===== src/rtl/ps2_host_transmitter_if.sv =====
// Command request/status bundle between a PS/2 command issuer (master)
// and the host-to-device transmitter (slave).
interface ps2_host_transmitter_if;
    logic [7:0] the_command;
    logic       send_command;
    logic       busy;
    logic       command_was_sent;
    logic       error_timeout;
    logic       error_no_ack;

    modport master (
        output the_command,
        output send_command,
        input  busy,
        input  command_was_sent,
        input  error_timeout,
        input  error_no_ack
    );

    modport slave (
        input  the_command,
        input  send_command,
        output busy,
        output command_was_sent,
        output error_timeout,
        output error_no_ack
    );
endinterface


===== src/rtl/ps2_host_transmitter.sv =====
// PS/2 host-to-device command transmitter: request-to-send, 11-bit frame on
// device clock edges, ACK check, and one-cycle done/error reporting.
module ps2_host_transmitter #(
    parameter int unsigned INHIBIT_CYCLES = 5000,
    parameter int unsigned START_TIMEOUT  = 750000,
    parameter int unsigned XFER_TIMEOUT   = 100000
) (
    input  logic                   CLOCK_50,
    input  logic                   reset,
    input  logic                   ps2_clk_in,
    input  logic                   ps2_dat_in,
    output logic                   ps2_clk_oe,
    output logic                   ps2_dat_oe,
    ps2_host_transmitter_if.slave  host
);

    localparam int unsigned MAX_TO  = (START_TIMEOUT > XFER_TIMEOUT) ? START_TIMEOUT : XFER_TIMEOUT;
    localparam int unsigned CNT_TOP = (MAX_TO > INHIBIT_CYCLES) ? MAX_TO : INHIBIT_CYCLES;
    localparam int unsigned CNT_W   = $clog2(CNT_TOP + 1);

    typedef logic [CNT_W-1:0] cnt_t;

    localparam cnt_t CNT_SAT   = {CNT_W{1'b1}};
    localparam cnt_t INH_LAST  = cnt_t'(INHIBIT_CYCLES - 1);
    localparam cnt_t INH_START = cnt_t'(INHIBIT_CYCLES - 2);
    localparam cnt_t START_LIM = cnt_t'(START_TIMEOUT);
    localparam cnt_t XFER_LIM  = cnt_t'(XFER_TIMEOUT);

    typedef enum logic [2:0] {
        ST_IDLE     = 3'd0,
        ST_INHIBIT  = 3'd1,
        ST_RTS      = 3'd2,
        ST_DATA     = 3'd3,
        ST_ACK      = 3'd4,
        ST_RELEASE  = 3'd5,
        ST_ERR_TO   = 3'd6,
        ST_ERR_NACK = 3'd7
    } state_t;

    state_t     state_q,      state_d;
    cnt_t       cnt_q,        cnt_d;
    logic [9:0] frame_q,      frame_d;
    logic [3:0] bit_idx_q,    bit_idx_d;
    logic [1:0] clk_sync_q,   clk_sync_d;
    logic [1:0] dat_sync_q,   dat_sync_d;
    logic       clk_prev_q,   clk_prev_d;
    logic       clk_oe_q,     clk_oe_d;
    logic       dat_oe_q,     dat_oe_d;
    logic       busy_q,       busy_d;
    logic       sent_q,       sent_d;
    logic       err_to_q,     err_to_d;
    logic       err_nack_q,   err_nack_d;

    logic       clk_fall_s;
    logic       timeout_s;
    cnt_t       cnt_inc_s;

    // Pad synchronizers plus the previous synchronized clock for edge detect.
    always_comb begin
        clk_sync_d = {clk_sync_q[0], ps2_clk_in};
        dat_sync_d = {dat_sync_q[0], ps2_dat_in};
        clk_prev_d = clk_sync_q[1];
    end

    // Saturating cycle counter and the state-dependent timeout limit.
    always_comb begin
        clk_fall_s = clk_prev_q & ~clk_sync_q[1];
        cnt_inc_s  = (cnt_q == CNT_SAT) ? cnt_q : (cnt_q + cnt_t'(1));
        case (state_q)
            ST_RTS:                       timeout_s = (cnt_inc_s >= START_LIM);
            ST_DATA, ST_ACK, ST_RELEASE:  timeout_s = (cnt_inc_s >= XFER_LIM);
            default:                      timeout_s = 1'b0;
        endcase
    end

    // Next-state and registered-output logic; a timeout beats a same-cycle edge.
    always_comb begin
        state_d    = state_q;
        cnt_d      = cnt_inc_s;
        frame_d    = frame_q;
        bit_idx_d  = bit_idx_q;
        clk_oe_d   = clk_oe_q;
        dat_oe_d   = dat_oe_q;
        busy_d     = busy_q;
        sent_d     = 1'b0;
        err_to_d   = 1'b0;
        err_nack_d = 1'b0;

        if (timeout_s) begin
            state_d  = ST_ERR_TO;
            clk_oe_d = 1'b0;
            dat_oe_d = 1'b0;
            busy_d   = 1'b0;
            err_to_d = 1'b1;
            cnt_d    = '0;
        end else begin
            case (state_q)
                // The error states are the pulse cycle; lines are already free,
                // so a new request may be taken here just as in IDLE.
                ST_IDLE, ST_ERR_TO, ST_ERR_NACK: begin
                    clk_oe_d  = 1'b0;
                    dat_oe_d  = 1'b0;
                    busy_d    = 1'b0;
                    cnt_d     = '0;
                    bit_idx_d = 4'd0;
                    if (host.send_command) begin
                        frame_d  = {1'b1, ~^host.the_command, host.the_command};
                        state_d  = ST_INHIBIT;
                        busy_d   = 1'b1;
                        clk_oe_d = 1'b1;
                    end else begin
                        state_d  = ST_IDLE;
                    end
                end

                // Clock held low for INHIBIT_CYCLES; start bit overlaps the last one.
                ST_INHIBIT: begin
                    clk_oe_d = 1'b1;
                    if (cnt_q >= INH_LAST) begin
                        clk_oe_d = 1'b0;
                        dat_oe_d = 1'b1;
                        cnt_d    = '0;
                        state_d  = ST_RTS;
                    end else if (cnt_q >= INH_START) begin
                        dat_oe_d = 1'b1;
                    end else begin
                        dat_oe_d = 1'b0;
                    end
                end

                ST_RTS: begin
                    if (clk_fall_s) begin
                        dat_oe_d  = ~frame_q[0];
                        bit_idx_d = 4'd1;
                        cnt_d     = '0;
                        state_d   = ST_DATA;
                    end else begin
                        dat_oe_d  = 1'b1;
                    end
                end

                // Index 8 is parity, index 9 the stop bit (line released).
                ST_DATA: begin
                    if (clk_fall_s) begin
                        dat_oe_d = ~frame_q[bit_idx_q];
                        if (bit_idx_q >= 4'd9) begin
                            state_d = ST_ACK;
                        end else begin
                            bit_idx_d = bit_idx_q + 4'd1;
                        end
                    end else begin
                        dat_oe_d = dat_oe_q;
                    end
                end

                ST_ACK: begin
                    if (clk_fall_s) begin
                        if (dat_sync_q[1] == 1'b0) begin
                            state_d    = ST_RELEASE;
                        end else begin
                            state_d    = ST_ERR_NACK;
                            clk_oe_d   = 1'b0;
                            dat_oe_d   = 1'b0;
                            busy_d     = 1'b0;
                            err_nack_d = 1'b1;
                            cnt_d      = '0;
                        end
                    end else begin
                        dat_oe_d = 1'b0;
                    end
                end

                ST_RELEASE: begin
                    if (clk_sync_q[1] && dat_sync_q[1]) begin
                        state_d  = ST_IDLE;
                        clk_oe_d = 1'b0;
                        dat_oe_d = 1'b0;
                        busy_d   = 1'b0;
                        sent_d   = 1'b1;
                        cnt_d    = '0;
                    end else begin
                        dat_oe_d = 1'b0;
                    end
                end

                default: begin
                    state_d  = ST_IDLE;
                    clk_oe_d = 1'b0;
                    dat_oe_d = 1'b0;
                    busy_d   = 1'b0;
                    cnt_d    = '0;
                end
            endcase
        end
    end

    // State and output registers with synchronous active-high reset.
    always_ff @(posedge CLOCK_50) begin
        if (reset) begin
            state_q    <= ST_IDLE;
            cnt_q      <= '0;
            frame_q    <= 10'd0;
            bit_idx_q  <= 4'd0;
            clk_sync_q <= 2'b00;
            dat_sync_q <= 2'b00;
            clk_prev_q <= 1'b0;
            clk_oe_q   <= 1'b0;
            dat_oe_q   <= 1'b0;
            busy_q     <= 1'b0;
            sent_q     <= 1'b0;
            err_to_q   <= 1'b0;
            err_nack_q <= 1'b0;
        end else begin
            state_q    <= state_d;
            cnt_q      <= cnt_d;
            frame_q    <= frame_d;
            bit_idx_q  <= bit_idx_d;
            clk_sync_q <= clk_sync_d;
            dat_sync_q <= dat_sync_d;
            clk_prev_q <= clk_prev_d;
            clk_oe_q   <= clk_oe_d;
            dat_oe_q   <= dat_oe_d;
            busy_q     <= busy_d;
            sent_q     <= sent_d;
            err_to_q   <= err_to_d;
            err_nack_q <= err_nack_d;
        end
    end

    assign ps2_clk_oe            = clk_oe_q;
    assign ps2_dat_oe            = dat_oe_q;
    assign host.busy             = busy_q;
    assign host.command_was_sent = sent_q;
    assign host.error_timeout    = err_to_q;
    assign host.error_no_ack     = err_nack_q;

endmodule

===== src/flat_wrapper.sv =====
// flat-port wrapper written by rule: the top's interface ports become plain ports
module ps2_host_transmitter_flat 
#(
    parameter int unsigned INHIBIT_CYCLES = 5000,
    parameter int unsigned START_TIMEOUT  = 750000,
    parameter int unsigned XFER_TIMEOUT   = 100000
)
  (CLOCK_50, reset, ps2_clk_in, ps2_dat_in, ps2_clk_oe, ps2_dat_oe, host_the_command, host_send_command, host_busy, host_command_was_sent, host_error_timeout, host_error_no_ack);
  ps2_host_transmitter_if host_i ();
  input  logic CLOCK_50;
  input  logic reset;
  input  logic ps2_clk_in;
  input  logic ps2_dat_in;
  output logic ps2_clk_oe;
  output logic ps2_dat_oe;
  input wire logic [$bits(host_i.the_command)-1:0] host_the_command;
  input wire logic [$bits(host_i.send_command)-1:0] host_send_command;
  output wire logic [$bits(host_i.busy)-1:0] host_busy;
  output wire logic [$bits(host_i.command_was_sent)-1:0] host_command_was_sent;
  output wire logic [$bits(host_i.error_timeout)-1:0] host_error_timeout;
  output wire logic [$bits(host_i.error_no_ack)-1:0] host_error_no_ack;
  assign host_i.the_command = host_the_command;
  assign host_i.send_command = host_send_command;
  assign host_busy = host_i.busy;
  assign host_command_was_sent = host_i.command_was_sent;
  assign host_error_timeout = host_i.error_timeout;
  assign host_error_no_ack = host_i.error_no_ack;
  ps2_host_transmitter #(.INHIBIT_CYCLES(INHIBIT_CYCLES), .START_TIMEOUT(START_TIMEOUT), .XFER_TIMEOUT(XFER_TIMEOUT)) u_core (.CLOCK_50(CLOCK_50), .reset(reset), .ps2_clk_in(ps2_clk_in), .ps2_dat_in(ps2_dat_in), .ps2_clk_oe(ps2_clk_oe), .ps2_dat_oe(ps2_dat_oe), .host(host_i));
endmodule

===== config.mk =====
export PLATFORM = sky130hd
export DESIGN_NAME = ps2_host_transmitter_flat
export DESIGN_NICKNAME = d
export VERILOG_FILES = /design/src/rtl/ps2_host_transmitter_if.sv /design/src/rtl/ps2_host_transmitter.sv /design/src/flat_wrapper.sv
export SDC_FILE = /design/constraint.sdc
export NUM_CORES = 1
export LEC_CHECK = 0
export BUFFER_PORTS_ARGS = -buffer_cell sky130_fd_sc_hd__buf_2
export CORE_MARGIN = 1.5
export CORE_UTILIZATION = 40
export CTS_CLUSTER_DIAMETER = 150
export DETAILED_ROUTE_END_ITERATION = 10
export SLEW_MARGIN = 20
export SYNTH_ARGS = -nofsm -noshare
export SYNTH_HDL_FRONTEND = slang
export SYNTH_SLANG_ARGS = --single-unit
export TNS_END_PERCENT = 50

===== constraint.sdc =====
create_clock -name CLOCK_50 -period 6.4 [get_ports CLOCK_50]
set_input_delay 0.32 -clock CLOCK_50 [delete_from_list [all_inputs] [get_ports CLOCK_50]]
set_output_delay 0.32 -clock CLOCK_50 [all_outputs]
set_load 0.05 [all_outputs]

### After elaboration in Yosys (flattened, before gate mapping)

Cells that the tools add are included.
W data, S select, Z words.

* eq/ne operators: 23
* add/sub/neg operators: 2
* mux-type cells: 40
* bitwise operators: 8
* reduce and logical (&&, ||, !) cells: 19
* $lt $le $gt $ge: 6

Operators with widths (number)
* $mux W20: 6
* $pmux W20 S5: 1
* $ge A20 B13 Y1 const B: 2
* $mux W3: 7
* $add A20 B1 Y20 const B: 1
* $eq A20 B20 Y1 const B: 1
* $ge A20 B17 Y1 const B: 1
* $ge A20 B20 Y1 const B: 1
* $ne A3 B1 Y1 const B: 6
* $pmux W3 S6: 1
* $mux W1: 15
* $ne A2 B1 Y1 const B: 7
* $eq A3 B3 Y1 const B: 4
* $mux W4: 3
* $pmux W4 S3: 1
* $reduce_and A6 Y1: 2
* $reduce_or A3 Y1: 3
* $reduce_and A4 Y1: 2
* $reduce_or A4 Y1: 2
* $reduce_xnor A8 Y1: 1
* $not A1 Y1: 7
* $eq A3 B2 Y1 const B: 2
* $reduce_bool A3 Y1: 2
* $lt A4 B5 Y1 const B: 1
* other kinds (19): 19

* logic and storage cells: 112
* register bits after elaboration: 48
* bits of input ports: 13

### Longest topological paths before layout

Gate-level depths: netlist of run 1.

* depth after elaboration: 6
* depth in mapped cells: 11
* depth with buffers taken out: 10

### Worst setup path before layout of run 1

Ideal clock, no wire load.

* path type: register to register
* from: register u_core.cnt_q[1]
* to: register u_core.cnt_q[12]
* path buffers: 2
* cell stages (with the launch flop): 12
* path slack: 3.674 ns
* data required time: 6.263 ns
* data arrival time: 2.589 ns
* setup time: 0.137 ns
* cells stage by stage: dfxtp_1 -> ha_1 -> and2_1 -> clkbuf_2 -> nand3_1 -> or3_1 -> a211oi_1 -> a211oi_1 -> a221o_2 -> nand4b_4 -> buf_6 -> nor3b_2

* word-level cells in the longest chain between the ends: 5

Ends and longest elaborated chain
* from (decl): RTL line ps2_host_transmitter.sv:41 `cnt_t cnt_q, cnt_d;`
* from (signal assigned): RTL line ps2_host_transmitter.sv:215 `cnt_q <= cnt_d;`
* $add A20 B1 Y20 or $eq A20 B20 Y1 (tied branches): RTL line ps2_host_transmitter.sv:68 `cnt_inc_s = (cnt_q == CNT_SAT) ? cnt_q : (cnt_q + cnt_t'(1));`
* $mux W20: RTL line ps2_host_transmitter.sv:68
* $ge A20 B17 Y1 (tied with other cells): RTL line ps2_host_transmitter.sv:71 `ST_DATA, ST_ACK, ST_RELEASE: timeout_s = (cnt_inc_s >= XFER_LIM);`
* $pmux W1 S2 or $mux W20 (tied branches): RTL line ps2_host_transmitter.sv:69, ps2_host_transmitter.sv:157
* $reduce_or A2 Y1 (no source line) or $pmux W20 S5 (tied branches)

Parallel ways exist; a longest one is shown, timed or not.
A chain may end at the register's enable or synchronous reset.

### Worst setup path after layout of run 1

* from: register u_core.cnt_q[1]
* to: register u_core.cnt_q[7]

Same word-level chain as after synthesis.

==> results of run 1 <==
[synthesized netlist by cell type, types with 3 or more instances]
cell       number  share of area, %
nand3_1        15               2.5
a221oi_1        3              0.86
nor3_2          7               2.3
a31oi_1         5               1.0
and3_1          9               1.8
and2_1          5               1.0
mux2i_1         4               1.3
or3_1           4              0.82
dfxtp_1        48                31
nand2b_1        6               1.2
nor3_1         14               2.3
nor2_1         24               2.9
nand4_2         3               1.2
nand4_1         9               1.8
nor2b_1         8               1.6
o21ai_0        11               1.8
xnor2_1        16               4.6
inv_1          11               1.4
a211oi_1        7               1.7
or4_1           4              0.98
o2111ai_1       3              0.86
nand2_1        40               4.9
nor3b_2         6               2.5
a21oi_1        25               4.1
nor4b_1         3              0.86
o31ai_1         4              0.98
clkbuf_1        9               1.1
nor4_1          7               1.4
ha_1            5               2.0
buf_2          10               1.6
nor3b_1         3              0.74
o21bai_1        3              0.74
[through the flow]
step	cell area (µm²)	utilization [%]	cells
after global routing	3300	45.1	474
after floorplan	3060	-	371
after global placement	3170	43.2	466
after CTS	3300	45.1	474
final	3300	45.1	474
after detailed placement	3170	43.2	466
[cell type report]
cell class                 count  area (µm²)  area share (%)
multi-input combinational    289        1940            58.8
sequential                    48         961            29.1
tap                           99         124            3.75
timing repair buffer          19        97.6            2.95
clock buffer                   5        68.8            2.08
clock inverter                 3        68.8            2.08
inverter                      11        41.3            1.25
[final timing paths]
path / startpoint / to / slack, ns / cells after the start
min reg2reg: u_core.dat_sync_q[0]$_SDFF_PP0_ / u_core.dat_sync_q[1]$_SDFF_PP0_ / 0.44 / 1
min: ps2_clk_in / u_core.clk_sync_q[0]$_SDFF_PP0_ / 0.21 / 2
max reg2reg: u_core.cnt_q[1]$_SDFF_PP0_ / u_core.cnt_q[7]$_SDFF_PP0_ / 2.94 / 9
max: u_core.cnt_q[1]$_SDFF_PP0_ / u_core.cnt_q[7]$_SDFF_PP0_ / 2.94 / 9
[registers in the layout, summed over array words and instances (netlist names)]
| name | count |
|---|---|
| u_core.ps2_dat_oe | 1 |
| u_core.clk_prev_q | 1 |
| u_core.host.command_was_sent | 1 |
| u_core.bit_idx_q | 4 |
| u_core.dat_sync_q | 2 |
| u_core.host.error_no_ack | 1 |
| u_core.cnt_q | 20 |
| u_core.clk_sync_q | 2 |
| u_core.frame_q | 10 |
| u_core.host.error_timeout | 1 |
| u_core.ps2_clk_oe | 1 |
| u_core.state_q | 3 |
| u_core.host.busy | 1 |
[power by group through the flow]
stage | Combinational (mW) | Sequential (mW) | Clock, mW
after CTS | 0.354 | 0.387 | 0.275
after global routing | 0.394 | 0.397 | 0.289
after global placement | 0.352 | 0.392 | 0
after floorplan | 0.262 | 0.396 | 0
final | 0.356 | 0.387 | 0.268
after detailed placement | 0.353 | 0.393 | 0
[layer usage]
metal	GRT usage [%]	part of all wire, %	vias to the layer above	wire length [µm]
li1	-	-	1371	-
met1	27.0	49	1285	3610
met2	28.7	44	94	3290
met3	3.45	5.4	14	405
met4	5.82	1.8	0	133
met5	0	0	-	0
[critical path, stage by stage, from the launching register on]
cell,delay (ns)
dfxtp_1,0.43
ha_1,0.31
and2_1,0.36
nand3_1,0.30
o31ai_1,0.36
nand4_1,0.17
a211oi_1,0.27
a221o_2,0.25
nand4b_4,0.44
a2111oi_2,0.45
[cells by family after synthesis]
logic type               count (synthesis)  synth area share (%)
AO/OA/AOI/OAI                           83                  18.7
multiplexers                             7                  3.15
flip-flops                              48                  31.4
adder cells (fa/ha/maj)                  5                  2.05
XOR/XNOR                                18                  5.16
buffers and inverters                   34                  5.16
AND/OR/NAND/NOR                        176                  34.4
==> flow_metrics.env, run 1 <==
export IMPL_dieArea_mm2=0.00817
export IMPL_cts_buffers=5
export IMPL_synth_ff_type="dfxtp_1"
export IMPL_hold_class="in -> reg"
export IMPL_setup_slack_ns=2.94
export IMPL_synth_cell_types=61
export IMPL_grt_usage_pct=18.9
export IMPL_pin_count=19
export IMPL_holdBufCountCts=0
export IMPL_cp_start_kind="flip-flop"
export IMPL_p_seq_share_pct=38.2
export IMPL_ir_drop_uv=126
export IMPL_synth_nets=389
export IMPL_grt_pass1_wl_mm=12.7
export IMPL_antenna_found_initial=0
export IMPL_power_mw=1.01
export IMPL_fillers=713
export IMPL_area_growth_pct=8.11
export IMPL_ys_warn_count=0
export IMPL_finalSetupTns_ns=0
export IMPL_leakage_nw=1.13
export IMPL_powerDensity_mw_per_mm2=306
export IMPL_switchingPower_uw=397
export IMPL_worstPathMaxFanout=26
export IMPL_worst_slew_pin_slew_ns=0.760
export IMPL_grt_max_degree=27
export IMPL_finalClockSkew_ns=0.00779
export IMPL_vias_per_cell=5.83
export IMPL_timing_final_crit_share_pct=54.0
export IMPL_die_w_um=90.4
export IMPL_slew_violations=0
export IMPL_initial_core_util_pct=41.7
export IMPL_wire_per_inst_um=15.7
export IMPL_synth_area_mm2=0.00306
export IMPL_pwr_share_comb_pct=35.3
export IMPL_layout_drive_gt1_share_pct=15.5
export IMPL_dp_hpwl_mm=5.46
export IMPL_worstPathArrival_ns=3.66
export IMPL_cts_setup_buffers=0
export IMPL_hold_viol=0
export IMPL_ys_seq_area_share_pct=31.4
export IMPL_dr_pass1_iters=5
export IMPL_cts_tree="yes"
export IMPL_relSlewSlack_pct=49.2
export IMPL_cts_sinks=48
export IMPL_io_buffers=18
export IMPL_outcome="completed"
export IMPL_grt_setup_unrepaired="no"
export IMPL_dieHeight_um=90.4
export IMPL_wl_mm=7.45
export IMPL_fin_nets=392
export IMPL_drcViolationCount=0
export IMPL_ys_seq_elements=48
export IMPL_num_vias=2764
export IMPL_grt_pass1_vias=2510
export IMPL_fin_crit_ns=3.46
export IMPL_maxCapViolations=0
export IMPL_max_clock_path_buffers=2
export IMPL_end_kind="flip-flop"
export IMPL_synth_cells=371
export IMPL_fmax_ghz=0.289
export IMPL_cts_root_buffer="clkbuf_8"
export IMPL_internal_power_uw=615
export IMPL_synth_edf_count=0
export IMPL_h_tree_depth=2
export IMPL_hold_ws_ns=0.212
export IMPL_synth_async_sr_flop_share_pct=0
export IMPL_n_antenna_cell=0
export IMPL_gp_congestion=0.905
export IMPL_design_core_area_mm2=0.00733
export IMPL_swShare_pct=39.2
export IMPL_crit_type="reg -> reg"
export IMPL_setup_viol=0
export IMPL_overflow=0
export IMPL_rows=31
export IMPL_drt_iter0_markers=271
export IMPL_pre_cts_ws_ns=2.97
export IMPL_synth_avg_cell_area_um2=8.24
export IMPL_clkSlewWorstSetupHoldPaths_ns=0.09
export IMPL_detail_route_antenna_nets=0
export IMPL_ctsResizeCount=0
export IMPL_clkPwrFrac_pct=26.5
export IMPL_final_common_cell="dfxtp_1"
export IMPL_final_cell_mix="dfxtp_1, nand2_1, a21oi_1, nor2_1, buf_2"
export IMPL_cp_required_ns=6.60
export IMPL_clk_latency_ns=0.31
Power figures use the tool's default switching activity.
==> run 2: changes to the inputs <==
==> constraint.sdc (replaced) <==
create_clock -name CLOCK_50 -period 3.05 [get_ports CLOCK_50]
set_input_delay 0.1525 -clock CLOCK_50 [delete_from_list [all_inputs] [get_ports CLOCK_50]]
set_output_delay 0.1525 -clock CLOCK_50 [all_outputs]
set_load 0.05 [all_outputs]
==> run 2 against run 1 <==
  * Sequential share of layout area is 2.9 points lower
  * Largest power group is now combinational cells
  * Via count increased by 8.8%
  * Critical path type unchanged
  * Count of clock-buffer cells in the layout unchanged
==> flow_metrics.env, run 2 (same netlist as run 1, synthesis figures left out) <==
export IMPL_critPathMaxStageDelay_ns=0.58
export IMPL_r2r_start="u_core.cnt_q[7]$_SDFF_PP0_"
export IMPL_whs_path_depth=2
export IMPL_max_clock_path_buffers=2
export IMPL_gp_congestion=0.969
export IMPL_cp_required_ns=3.22
export IMPL_final_cell_mix="dfxtp_1, nand2_1, buf_4, a21oi_1, nor2_1"
export IMPL_cp_start_kind="flip-flop"
export IMPL_clkSlewWorstSetupHoldPaths_ns=0.09
export IMPL_cts_buffers=5
export IMPL_largest_register_ffs=20
export IMPL_fin_nets=432
export IMPL_dieHeight_um=90.4
export IMPL_final_common_cell="dfxtp_1"
export IMPL_fmax_ghz=0.347
export IMPL_fin_crit_ns=2.88
export IMPL_end_kind="flip-flop"
export IMPL_power_mw=2.22
export IMPL_crit_type="reg -> reg"
export IMPL_utilization_pct=50.3
export IMPL_relSlewSlack_pct=48.0
export IMPL_min_to="u_core.clk_sync_q[0]$_SDFF_PP0_"
export IMPL_grt_max_degree=24
export IMPL_clk_latency_ns=0.31
export IMPL_hold_ws_ns=0.0489
export IMPL_n_antenna_cell=0
export IMPL_grt_setup_unrepaired="no"
export IMPL_cp_startpoint="u_core.cnt_q[7]$_SDFF_PP0_"
export IMPL_outcome="completed"
export IMPL_area_growth_pct=20.6
export IMPL_r2r_cells=9
export IMPL_cts_sinks=48
export IMPL_finalSetupTns_ns=0
export IMPL_detail_route_antenna_nets=0
export IMPL_leakage_nw=1.36
export IMPL_design_core_area_mm2=0.00733
export IMPL_initial_core_util_pct=41.7
export IMPL_slowest_stage="or4_4"
export IMPL_num_vias=3006
export IMPL_worst_slew_pin_slew_ns=0.779
export IMPL_setup_viol=0
export IMPL_wire_per_inst_um=16.0
export IMPL_timing_final_crit_share_pct=94.5
export IMPL_hold_start="ps2_clk_in"
export IMPL_worstPathCellList="and4_1 -> nand4_2 -> or3_1 -> a211oi_4 -> nand2b_1 -> or4_4 -> nand4b_4 -> buf_4 -> nor3_1"
export IMPL_dr_pass1_iters=5
export IMPL_internal_power_mw=1.37
export IMPL_stdcell_area_mm2=0.00369
export IMPL_drt_iter0_markers=237
export IMPL_maxCapViolations=0
export IMPL_hold_class="in -> reg"
export IMPL_r2r_end="u_core.cnt_q[8]$_SDFF_PP0_"
export IMPL_timing_reg2reg_setup_slack_ns=0.17
export IMPL_antenna_found_initial=0
export IMPL_h_tree_depth=2
export IMPL_grt_pass1_wl_mm=13.7
export IMPL_dieArea_mm2=0.00817
export IMPL_pwr_share_comb_pct=39.0
export IMPL_powerDensity_mw_per_mm2=601
export IMPL_path_delay_family="simple AND/OR/NAND/NOR gates"
export IMPL_dp_hpwl_mm=5.96
export IMPL_reg_largest_list="u_core.cnt_q: 20 flops, u_core.frame_q: 10 flops, u_core.bit_idx_q: 4 flops"
export IMPL_vias_per_cell=5.85
export IMPL_switchingPower_uw=848
export IMPL_io_buffers=18
export IMPL_overflow=0
export IMPL_p_seq_share_pct=35.5
export IMPL_grt_pass1_vias=2765
export IMPL_slew_violations=0
export IMPL_finalClockSkew_ns=0.00757
export IMPL_ir_drop_uv=256
export IMPL_cts_root_buffer="clkbuf_8"
export IMPL_rows=31
export IMPL_layout_drive_gt1_share_pct=26.5
export IMPL_dpl_cell_area_mm2=0.00345
export IMPL_wl_mm=8.20
export IMPL_swShare_pct=38.3
export IMPL_pin_count=19
export IMPL_worstPathMaxFanout=6
export IMPL_drcViolationCount=0
export IMPL_clkPwrFrac_pct=25.5
export IMPL_hold_viol=0
export IMPL_die_w_um=90.4
export IMPL_largest_register="u_core.cnt_q"
export IMPL_fillers=704
export IMPL_cp_buffers_inverters=1
export IMPL_cts_tree="yes"
export IMPL_worstPathArrival_ns=3.05
export IMPL_grt_usage_pct=20.5
==> run 2: changes by cell type in the layout (fill, tap and decap cells not counted), moves of 2 or more <==
cell	previous run	this run
dfxtp_1	48	43
dfxtp_2	0	5
o21ai_0	11	9
buf_4	1	40
a211oi_2	2	4
a211oi_1	7	4
o21ai_1	2	4
==> run 2: worst reg2reg max path, delay by kind of cell, from the launching register on <==
family                 cells  cell delay, ns
AND/OR/NAND/NOR            7            1.82
buffers and inverters      1            0.18
flip-flops                 1            0.43
AO/OA/AOI/OAI              1            0.32
==> run 2: repair_timing <==
action	in CTS	in global routing
hold buffers	0	0
pin swaps	0	0
cloned	0	1
endpoints found under the setup margin	2	29
gates resized for setup	1	16
setup buffers	0	2
==> run 2: worst max-delay path by stage <==
stage	to	slack, ns	cells after the start
floorplan	u_core.cnt_q[12]$_SDFF_PP0_	0.32	11
global placement	u_core.cnt_q[8]$_SDFF_PP0_	-0.03	9
detailed placement	u_core.cnt_q[8]$_SDFF_PP0_	0.02	9
CTS	u_core.cnt_q[8]$_SDFF_PP0_	0.03	9
global route	u_core.bit_idx_q[2]$_SDFFE_PP0P_	0.01	9
finish	u_core.cnt_q[8]$_SDFF_PP0_	0.17	9
==> run 2: area by class of cell <==
type	count	area, µm²	share of cell area (%)
clock inverters	3	68.8	1.87
clock buffers	5	68.8	1.87
well taps	99	124	3.36
repair buffers	58	390	10.6
multi-input cells	290	2030	55.0
flip-flops and latches	48	967	26.2
inverters	11	41.3	1.12
==> run 2: power groups by stage <==
stage | combinational (mW) | clock, mW | sequential, mW
3_3_place_gp | 0.839 | 0 | 0.799
6_report | 0.864 | 0.565 | 0.788
2_1_floorplan | 0.549 | 0 | 0.830
5_1_grt | 0.955 | 0.608 | 0.804
3_5_place_dp | 0.854 | 0 | 0.801
4_1_cts | 0.858 | 0.577 | 0.787
==> run 2: layer usage <==
layer	wire (µm)	global-route usage [%]	part of all wire, %	vias up
li1	-	-	-	1464
met1	3810	28.0	46	1409
met2	3770	31.9	46	111
met3	449	4.38	5.5	22
met4	168	6.61	2.0	0
met5	0	0	0	-
==> run 2: metrics by stage <==
step | std cells | worst slack (ns)
floorplan | 371 | 0.324
global placement | 503 | -0.0256
detailed placement | 503 | 0.0228
CTS | 511 | 0.0349
global route | 514 | 0.0133
finish | 514 | 0.169
